File: src/rtl/fifo_sync_ram.sv
// fifo_sync_ram: synchronous FIFO with registered read data; the read word appears the cycle after rd_en.
module fifo_sync_ram #(
  parameter int W = 9,
  parameter int DEPTH = 16
) (
  input  logic         clk,
  input  logic         rst,
  input  logic         wr_en,
  input  logic [W-1:0] wr_data,
  input  logic         rd_en,
  output logic [W-1:0] rd_data,
  output logic         full,
  output logic         empty
);
  localparam int AW = $clog2(DEPTH);
  logic [W-1:0] mem [DEPTH];
  logic [AW-1:0] wptr_q, wptr_d, rptr_q, rptr_d;
  logic [AW:0] cnt_q, cnt_d;
  logic [W-1:0] rd_data_q;
  logic push, pop;
  assign full = cnt_q == (AW+1)'(DEPTH);
  assign empty = cnt_q == '0;
  assign push = wr_en && !full;
  assign pop = rd_en && !empty;
  assign rd_data = rd_data_q;
  always_comb begin
    wptr_d = push ? wptr_q + AW'(1) : wptr_q;
    rptr_d = pop ? rptr_q + AW'(1) : rptr_q;
    cnt_d = cnt_q + (AW+1)'(push) - (AW+1)'(pop);
  end
  always_ff @(posedge clk) begin
    if (rst) begin
      wptr_q <= '0;
      rptr_q <= '0;
      cnt_q <= '0;
      rd_data_q <= '0;
    end else begin
      wptr_q <= wptr_d;
      rptr_q <= rptr_d;
      cnt_q <= cnt_d;
      if (pop) rd_data_q <= mem[rptr_q];
    end
  end
  always_ff @(posedge clk) if (push) mem[wptr_q] <= wr_data;
endmodule

File: src/rtl/lcd_phy_8080.sv
// lcd_phy_8080: 8080-style LCD write PHY with input FIFO, programmable strobe timing, CS idle release and FMARK strobe.
module lcd_phy_8080 #(
  parameter int DW = 8,
  parameter int FIFO_DEPTH = 16,
  parameter int WR_LOW = 1,
  parameter int WR_HIGH = 1,
  parameter int CS_HOLD = 4
) (
  input  logic          clk,
  input  logic          rst,
  output logic [DW-1:0] lcd_d,
  output logic          lcd_rs,
  output logic          lcd_wr_n,
  output logic          lcd_cs_n,
  input  logic          lcd_fmark,
  input  logic [DW-1:0] phy_data,
  input  logic          phy_rs,
  input  logic          phy_valid,
  output logic          phy_ready,
  output logic          phy_fmark_stb,
  output logic          phy_idle
);
  typedef enum logic [1:0] {IDLE, SETUP, LOW, HIGH} state_e;
  localparam int TW = $clog2(WR_LOW + WR_HIGH + CS_HOLD) + 1;
  state_e state_q, state_d;
  logic [TW-1:0] tcnt_q, tcnt_d;
  logic cs_n_q, cs_n_d, wr_n_q, wr_n_d, pop_q, pop_d;
  logic [DW-1:0] d_q, d_d;
  logic rs_q, rs_d;
  logic sync1_q, sync2_q, prev_q, stb_q, stb_d;
  logic full, empty;
  logic [DW:0] rd_data;
  fifo_sync_ram #(.W(DW + 1), .DEPTH(FIFO_DEPTH)) u_fifo (
    .clk(clk),
    .rst(rst),
    .wr_en(phy_valid),
    .wr_data({phy_rs, phy_data}),
    .rd_en(pop_d),
    .rd_data(rd_data),
    .full(full),
    .empty(empty)
  );
  // Pins are registered from the state, so they trail the FSM by one cycle.
  always_comb begin
    state_d = state_q;
    tcnt_d = tcnt_q;
    cs_n_d = cs_n_q;
    pop_d = 1'b0;
    case (state_q)
      IDLE: begin
        if (!empty) begin
          tcnt_d = '0;
          state_d = cs_n_q ? SETUP : LOW;
          pop_d = !cs_n_q;
        end else if (!cs_n_q) begin
          cs_n_d = tcnt_q == TW'(CS_HOLD - 1);
          tcnt_d = cs_n_d ? '0 : tcnt_q + TW'(1);
        end
      end
      SETUP: begin
        cs_n_d = 1'b0;
        pop_d = 1'b1;
        state_d = LOW;
      end
      LOW: begin
        state_d = tcnt_q == TW'(WR_LOW - 1) ? HIGH : LOW;
        tcnt_d = state_d == HIGH ? '0 : tcnt_q + TW'(1);
      end
      default: begin
        if (tcnt_q == TW'(WR_HIGH - 1)) begin
          tcnt_d = '0;
          pop_d = !empty;
          state_d = empty ? IDLE : LOW;
        end else tcnt_d = tcnt_q + TW'(1);
      end
    endcase
    wr_n_d = state_q != LOW;
    d_d = pop_q ? rd_data[DW-1:0] : d_q;
    rs_d = pop_q ? rd_data[DW] : rs_q;
    stb_d = sync2_q & ~prev_q;
  end
  always_ff @(posedge clk) begin
    if (rst) begin
      state_q <= IDLE;
      tcnt_q <= '0;
      cs_n_q <= 1'b1;
      wr_n_q <= 1'b1;
      pop_q <= 1'b0;
      d_q <= '0;
      rs_q <= 1'b0;
      sync1_q <= 1'b0;
      sync2_q <= 1'b0;
      prev_q <= 1'b0;
      stb_q <= 1'b0;
    end else begin
      state_q <= state_d;
      tcnt_q <= tcnt_d;
      cs_n_q <= cs_n_d;
      wr_n_q <= wr_n_d;
      pop_q <= pop_d;
      d_q <= d_d;
      rs_q <= rs_d;
      sync1_q <= lcd_fmark;
      sync2_q <= sync1_q;
      prev_q <= sync2_q;
      stb_q <= stb_d;
    end
  end
  assign lcd_d = d_q;
  assign lcd_rs = rs_q;
  assign lcd_wr_n = wr_n_q;
  assign lcd_cs_n = cs_n_q;
  assign phy_ready = !full;
  assign phy_fmark_stb = stb_q;
  assign phy_idle = empty && state_q == IDLE && cs_n_q;
endmodule
File: config.mk
export PLATFORM = sky130hd
export DESIGN_NAME = lcd_phy_8080
export DESIGN_NICKNAME = d
export VERILOG_FILES = /design/src/rtl/fifo_sync_ram.sv /design/src/rtl/lcd_phy_8080.sv
export SDC_FILE = /design/constraint.sdc
export NUM_CORES = 1
export LEC_CHECK = 0
export ABC_AREA = 0
export CELL_PAD_IN_SITES_DETAIL_PLACEMENT = 1
export CELL_PAD_IN_SITES_GLOBAL_PLACEMENT = 2
export CORE_UTILIZATION = 50
export CTS_CLUSTER_DIAMETER = 60
export DETAILED_ROUTE_END_ITERATION = 10
export PLACE_DENSITY_LB_ADDON = 0.2
export REMOVE_ABC_BUFFERS = 1
export SLEW_MARGIN = 20
export SYNTH_ARGS = -nofsm -noshare
export SYNTH_HDL_FRONTEND = slang
export SYNTH_HIERARCHICAL = 1
export SYNTH_SLANG_ARGS = --single-unit
File: constraint.sdc
create_clock -name clk -period 6.9 [get_ports clk]
set_clock_uncertainty 0.05 [all_clocks]
set_input_delay 1.38 -clock clk [delete_from_list [all_inputs] [get_ports clk]]
set_output_delay 1.38 -clock clk [all_outputs]
set_load 0.005 [all_outputs]
* Word level (Yosys, flattened, before mapping)
Memory sizes are Yosys's and may differ from the RTL's. A register that Yosys moved wholly into a read port is not among the register bits.
Cells that the tools add are included.
** Word-level totals
- Bits in registers :: 35
- RAM bits :: 144
- Input bits :: 13
- Output and inout port bits :: 14
- Word-level logic and storage cells :: 67
- Memories :: 1
** Memories
- u_fifo.mem :: words 16, bits a word 9, read ports 1, clocked after memory_dff 1, wr ports 1, line fifo_sync_ram.sv:16 : logic [W-1:0] mem [DEPTH];
** Cells by class
- Add/subtract/negate cells :: 5
- Equal/unequal tests :: 9
- Multiplexer cells :: 20
- Bitwise gates (word level) :: 3
- Reduce and logical (&&, ||, !) cells :: 15
** Operator list (count)
- two-way mux 4 bit :: 5
- adder 4 x 1 -> 4 bit (second input constant) :: 3
- case mux 4 bit (3 select lines) :: 1
- two-way mux 2 bit :: 4
- two-way mux 1 bit :: 7
- != test 2 bit (second input constant) :: 3
- case mux 2 bit (3 select lines) :: 1
- AND reduction 2 bit :: 3
- adder 5 x 1 -> 5 bit :: 1
- == test 5 bit (second input constant) :: 1
- zero test 5 bit :: 1
- subtractor 5 x 1 -> 5 bit :: 1
- == test 2 bit (second input constant) :: 2
- == test 4 x 2 -> 1 bit (second input constant) :: 1
- logical AND 1 bit :: 4
- zero test 4 bit :: 1
- nonzero test 4 bit :: 1
- zero test 1 bit :: 3
- != test 3 bit (second input constant) :: 1
- case mux 1 bit (3 select lines) :: 1
- == test 2 x 1 -> 1 bit (second input constant) :: 1
- zero test 2 bit :: 1
- NOT 1 bit :: 2
- case mux 1 bit (2 select lines) :: 1
- other kinds (2) :: 2

* Logic depth before layout (Yosys ltp)
Gate-level depths: netlist of run 1.
- Depth after elaboration :: 6
- Gate-level depth with buffers :: 17
- Depth with buffers taken out :: 17

* By module
The synthesis of run 1 kept the hierarchy.
** Modules (own cells, without submodules)
- fifo_sync_ram :: instances 1, cells each 344, area an instance 6632.6 µm², seq. area each 4764.6 µm²
- lcd_phy_8080 :: instances 1, cells each 105, area an instance 1023.5 µm², seq. area each 440.4 µm²

* Worst setup path before layout of run 1
No wires, ideal clock.
- Path type :: input to register
- Start point :: input port phy_valid
- End point :: register u_fifo.cnt_q[4]
- Library setup time :: 70 ps
- Arrival :: 3259 ps
- Data required time :: 6780 ps
- Path slack :: 3521 ps
- Stages :: 11
- Buffers on the path :: 1
- Cells stage by stage :: and2_1 > clkbuf_1 > inv_1 > ha_1 > inv_1 > ha_1 > fa_1 > a21oi_1 > nor2_1 > or3_1 > a21oi_1
** Between the ends
- Longest elaborated chain between the ends :: 3
** RTL lines
- from (decl) :: line lcd_phy_8080.sv:18 : input logic phy_valid,
- logical AND 1 bit :: line fifo_sync_ram.sv:23 : assign push = wr_en && !full;
- adder 5 x 1 -> 5 bit :: line fifo_sync_ram.sv:29 : cnt_d = cnt_q + (AW+1)'(push) - (AW+1)'(pop);
- subtractor 5 x 1 -> 5 bit :: line fifo_sync_ram.sv:29
- to (signal assigned) :: line fifo_sync_ram.sv:40 : cnt_q <= cnt_d;
- to (decl) :: line fifo_sync_ram.sv:18 : logic [AW:0] cnt_q, cnt_d;
No other way between the ends.
A chain may end at the register's enable or synchronous reset.

* Worst setup path after layout of run 1
- Start point :: register u_fifo.cnt_q[3]
- End point :: output port phy_idle
** Between the ends
- Longest elaborated chain between the ends :: 3
** RTL lines
- zero test 5 bit :: line fifo_sync_ram.sv:22 : assign empty = cnt_q == '0;
- via empty :: line lcd_phy_8080.sv:31 : logic full, empty;
- logical AND 1 bit (2 in series) :: line lcd_phy_8080.sv:115 : assign phy_idle = empty && state_q == IDLE && cs_n_q;
- to (decl) :: line lcd_phy_8080.sv:21 : output logic phy_idle
The timed path passes the listed nets, and every way through them passes these cells.

==> impl_metrics.json, run 1 <==
{
  "synthSimpleGateAreaFrac_pct": 7.04,
  "arrival_ps": 2430,
  "yosysUniqueCellTypes": 51,
  "fmax_mhz": 259,
  "startpoint_type": "flip-flop",
  "numClockSinks": 188,
  "firstDrtPassIters": 4,
  "fin_crit_sh_pct": 55.9,
  "hold_depth": 1,
  "min_period_ps": 3860,
  "startpoint": "u_fifo/cnt_q[3]",
  "dp_hpwl_um": 10100,
  "viasPerCell": 5.95,
  "r2r_start": "u_fifo/cnt_q[3]",
  "hold_slack_ps": 342,
  "antenna_found_initial": 0,
  "boundaryPins": 27,
  "critPathCaptureType": "output pin",
  "max_stage_delay_ps": 510,
  "dieArea_um2": 15800,
  "p_leak_uw": 0.00286,
  "synth_largest_area_cell": "edfxtp_1",
  "intPower_uw": 2050,
  "relSlewSlack_pct": 22.7,
  "coreArea_um2": 14800,
  "ys_warn_count": 6,
  "final_nets": 514,
  "grt-ovfl-total": 0,
  "fp.dieH_um": 126,
  "diodes": 0,
  "crit_end": "phy_idle",
  "synthCells": 449,
  "fillers": 1338,
  "num_rows": 44,
  "insertion_delay_ps": 430,
  "grt_pass1_wl_um": 25200,
  "swShare_pct": 27.8,
  "htree_levels": 4,
  "cpMostUsedCell": "inv_1",
  "routed_wl_um": 16400,
  "synthAdderAreaFrac_pct": 3.04,
  "status": "completed",
  "synth_most_common_cell": "edfxtp_1",
  "antenna_left": 0,
  "p_switching_uw": 788,
  "hold_path.class": "flip-flop to flip-flop",
  "clkTransAtPathRegs_ps": 70,
  "synthMuxAreaShare_pct": 15.3,
  "synth_xor_area_share_pct": 0.915,
  "cap_violations": 0,
  "gp_congestion": 0.759,
  "synth.top_cells.by_area": "edfxtp_1 56%, dfxtp_1 12%, mux4_2 6.2%, mux4_1 5.1%, mux2i_1 3.8%",
  "drive_above_1_share_pct": 15.2,
  "area_delta_synth_final_pct": 13.0,
  "cts_buffers": 17,
  "crit_family": "buffers and inverters",
  "setup_viol": 0,
  "syn_avg_cell_area_um2": 17.1,
  "p_clk_share_pct": 32.8,
  "rrSetupSlack_ps": 3050,
  "ctsHoldBuffers": 0,
  "p_seq_share_pct": 48.0,
  "ys.flop_type": "edfxtp_1",
  "drc": 0,
  "cts_buffer_depth": 2,
  "first_iter_violations": 271,
  "tns_ps": 0,
  "die_width_um": 126,
  "ys_top_cells_by_count": "144 x edfxtp_1, 44 x dfxtp_1, 31 x nor2_1",
  "synth_async_sr_flop_share_pct": 0,
  "synth_compound_area_share_pct": 3.14,
  "cts_resized": 0,
  "crit_slowest_cell": "clkdlybuf4s50_1",
  "dr_total_vias": 4043,
  "rr_endpoint": "u_fifo/cnt_q[4]",
  "synth_top_family_by_area": "multiplexers",
  "cp.required_ps": 5470,
  "critical_path_class": "flip-flop to output pin",
  "hold_violations": 0,
  "cts_tree": "done",
  "combPwrFrac_pct": 19.2,
  "seq_area_frac_synth_pct": 68.0,
  "reg2reg_depth": 17,
  "synth_edf_count": 144,
  "track_usage_pct": 22.2,
  "synth.top_cell.area_share_pct": 56.5,
  "post-cts-setup-buffers": 0,
  "slew_violations": 0,
  "grt_max_degree": 50,
  "synth_area_um2": 7660,
  "cp.depth": 6,
  "start_util_pct": 51.9,
  "ir_drop_mv": 0.195,
  "avgRoutedWirePerCell_um": 24.1,
  "root_buffer": "clkbuf_16",
  "grt_pass1_vias": 4367,
  "worstMarginPinSlew_ps": 1160,
  "worstPathMaxFanout": 7,
  "cp_cell_sequence": "inv_1, ha_1, or4b_4, inv_1, and3_2, clkdlybuf4s50_1",
  "synth.ff_latch_count": 188,
  "path_buf_inv": 3,
  "cellPowerDensity_nw_per_um2": 328,
  "port_buffers": 26,
  "rsz0062_at_grt": "no"
}
cells in the final DEF, fill, tap and decap left out, types with 9 or more instances in the layout:
master,synthesis,layout
nand2b_1,9,9
mux4_2,21,21
nand3b_1,9,9
nand2_1,13,13
nor2_1,31,27
mux2i_1,29,29
dfxtp_1,44,43
edfxtp_1,144,144
o221ai_1,9,9
inv_1,16,16
ha_1,17,17
clkdlybuf4s50_1,0,25
buf_4,2,10
clkbuf_16,0,17
mux4_1,15,15
through the flow:
| stage | area [um2] | worst slack, ps | power, uW | cells | utilization, % |
|---|---|---|---|---|---|
| after floorplan | 7520 | 3610 | 1740 | 428 | - |
| after global placement | 8080 | 2960 | 1910 | 648 | 54.8 |
| after detailed placement | 8080 | 2880 | 1940 | 648 | 54.8 |
| after CTS | 8640 | 3000 | 2870 | 679 | 58.6 |
| after global routing | 8650 | 2820 | 2960 | 679 | 58.6 |
| final | 8650 | 3040 | 2840 | 679 | 58.6 |
power groups by stage:
stage,clock network [uW],registers (uW),logic (uW)
3_5_place_dp,0,1390,547
5_1_grt,985,1370,598
2_1_floorplan,0,1380,360
4_1_cts,948,1360,553
6_report,931,1360,546
3_3_place_gp,0,1380,526
worst min path at each step:
stage	end	startpoint
after global placement	phy_fmark_stb	prev_q
after CTS	phy_fmark_stb	prev_q
final	phy_fmark_stb	prev_q
after floorplan	phy_fmark_stb	prev_q
after global routing	phy_fmark_stb	prev_q
after detailed placement	phy_fmark_stb	prev_q
per-layer routing:
metal / GRT usage (%) / wire, um / vias up / share of wire, %
met5: 0 / 0 / - / 0
met4: 7.87 / 298 / 0 / 1.8
met2: 36.4 / 8020 / 79 / 49
met3: 4.42 / 605 / 22 / 3.7
met1: 29.9 / 7440 / 2125 / 45
li1: - / - / 1817 / -
final cells by class:
cell class | instances | area (um2) | share of cell area (%)
tap | 184 | 230 | 2.66
sequential | 188 | 5210 | 60.2
inverter | 17 | 63.8 | 0.738
clock inverter | 14 | 135 | 1.56
timing repair buffer | 36 | 330 | 3.82
multi-input combinational | 223 | 2260 | 26.1
clock buffer | 17 | 425 | 4.92
state kept, by name, summed over array words and instances, names as in the netlist:
signal,cells
pop_q,1
u_fifo/rptr_q,4
u_fifo/mem,144
u_fifo/rd_data,9
prev_q,1
lcd_wr_n,1
phy_fmark_stb,1
state_q,2
u_fifo/wptr_q,4
lcd_cs_n,1
sync1_q,1
lcd_d,8
lcd_rs,1
sync2_q,1
u_fifo/cnt_q,5
tcnt_q,4
cells by family after synthesis:
logic type | Yosys count
DFF | 188
and+or+nand+nor | 98
muxes | 66
buffers and inverters | 38
AOI/OAI and AO/OA | 33
adders and majority gates | 18
xor gates and xnor gates | 8
No activity file was read; power rests on OpenSTA's default activity.
==> inputs of run 2 (changes only) <==
- CORE_UTILIZATION: 50 -> 42
- clock period: 6.9 -> 3.45 ns (I/O delays scaled with it)
==> run 2 against run 1 <==
  * Register-to-register slack worse by 2900 ps
  * Clock power rose by 110%
  * Cell area is 2.7% higher
  * Cell count up 9.1%
  * Combinational power increased by 110%
  * Largest cell class unchanged
==> impl_metrics.json, run 2 (synthesized netlist as in run 1, its figures left out) <==
{
  "grt_max_degree": 38,
  "drc": 0,
  "root_buffer": "clkbuf_16",
  "fin_crit_sh_pct": 95.2,
  "status": "completed",
  "p_leak_uw": 0.00296,
  "viasPerCell": 5.39,
  "cp.required_ps": 3760,
  "start_util_pct": 42.8,
  "arrival_ps": 3600,
  "min_period_ps": 3290,
  "total_power_uw": 5870,
  "dr_total_vias": 3997,
  "crit_family": "simple AND/OR/NAND/NOR gates",
  "grt_pass1_wl_um": 25000,
  "ir_drop_mv": 0.290,
  "fmax_mhz": 304,
  "num_rows": 49,
  "diodes": 0,
  "routed_wl_um": 16100,
  "avgRoutedWirePerCell_um": 21.7,
  "cp_cell_sequence": "inv_2, ha_1, or4b_4, inv_4, nor3b_1, o21bai_1, nand2_1, nand2_2, inv_2, ha_1, inv_1, ha_2, fa_2, a21oi_1, nor2_1, or3_4, a21oi_2",
  "reg2reg_depth": 17,
  "relSlewSlack_pct": 48.1,
  "largest_register_ffs": 144,
  "cts_buffer_depth": 2,
  "coreArea_um2": 17900,
  "hold_violations": 0,
  "placed_cell_area_um2": 8250,
  "critPathCaptureType": "flip-flop",
  "max_stage_delay_ps": 500,
  "port_buffers": 26,
  "multi_input_area_um2": 2260,
  "crit_slowest_cell": "or4b_4",
  "path_buf_inv": 4,
  "fillers": 1679,
  "area_delta_synth_final_pct": 16.0,
  "startpoint_type": "flip-flop",
  "design_area_um2": 8880,
  "die_width_um": 137,
  "grt-ovfl-total": 0,
  "regMostFlops": "u_fifo/mem",
  "track_usage_pct": 19.1,
  "cts_tree": "done",
  "fp.dieH_um": 137,
  "htree_levels": 4,
  "slew_violations": 0,
  "final_common_cell": "edfxtp_1",
  "worstPathMaxFanout": 4,
  "firstDrtPassIters": 4,
  "boundaryPins": 27,
  "critical_path_class": "flip-flop to flip-flop",
  "grt_pass1_vias": 4265,
  "final_nets": 530,
  "cellPowerDensity_nw_per_um2": 660,
  "hold_depth": 1,
  "cap_violations": 0,
  "dp_hpwl_um": 10300,
  "cp.depth": 17,
  "antenna_found_initial": 0,
  "setup_viol": 0,
  "cts_buffers": 17,
  "gp_congestion": 0.709,
  "insertion_delay_ps": 430,
  "first_iter_violations": 170,
  "numClockSinks": 188,
  "drive_above_1_share_pct": 18.9,
  "regArea_um2": 5210,
  "worstMarginPinSlew_ps": 778,
  "clkTransAtPathRegs_ps": 70,
  "dieArea_um2": 18800,
  "antenna_left": 0,
  "hold_path.class": "flip-flop to flip-flop",
  "layout_common_cells": "144 x edfxtp_1, 41 x dfxtp_1, 31 x nor2_1"
}
## run 2: worst register-to-register path: cells and delay by family (launching register included)
kind            cells  cell delay (ps)
fa+ha+maj           4              970
buf+inv             4              250
simple gates        6             1190
flops               1              320
compound gates      3              460
## run 2: routing by layer
layer,up-vias,global-route usage (%),wire [um]
li1,1845,-,-
met1,2059,24.8,7220
met2,72,31.2,8020
met3,21,4.00,600
met4,0,7.51,266
met5,-,0,0
## run 2: metrics by stage
step | setup slack [ps] | hold slack [ps] | instances | setup TNS [ps] | util, %
after floorplan | 159 | 317 | 428 | 0 | -
after global placement | 206 | 327 | 706 | 0 | 46.1
after detailed placement | 48.7 | 337 | 706 | 0 | 46.1
after CTS | 18.7 | 347 | 738 | 0 | 49.4
after global routing | -4.29 | 369 | 741 | -4.29 | 49.6
final | 164 | 339 | 741 | 0 | 49.6
## run 2: cell type report
cell class	instances	share of cell area (%)
flip-flops and latches	188	58.6
multi-input cells	223	25.5
repair buffers	52	5.21
clock buffers	17	4.79
well taps	229	3.22
clock inverters	15	1.92
inverters	17	0.746
## run 2: final timing paths
kind	from	endpoint	slack, ps
worst min register to register	prev_q	phy_fmark_stb	340
worst max register to register	u_fifo/cnt_q[2]	u_fifo/cnt_q[4]	160
worst max-delay path	u_fifo/cnt_q[2]	u_fifo/cnt_q[4]	160
worst min-delay path	prev_q	phy_fmark_stb	340
## run 2: repair_timing
action                                  in CTS  in global routing
resized for setup                            0                  9
endpoints found under the setup margin       0                  1
hold buffers                                 0                  0
setup buffers                                0                  3
## run 2: power by group
group	switching [uW]	internal, uW
combinational	596	571
clock	918	1040
sequential	155	2590
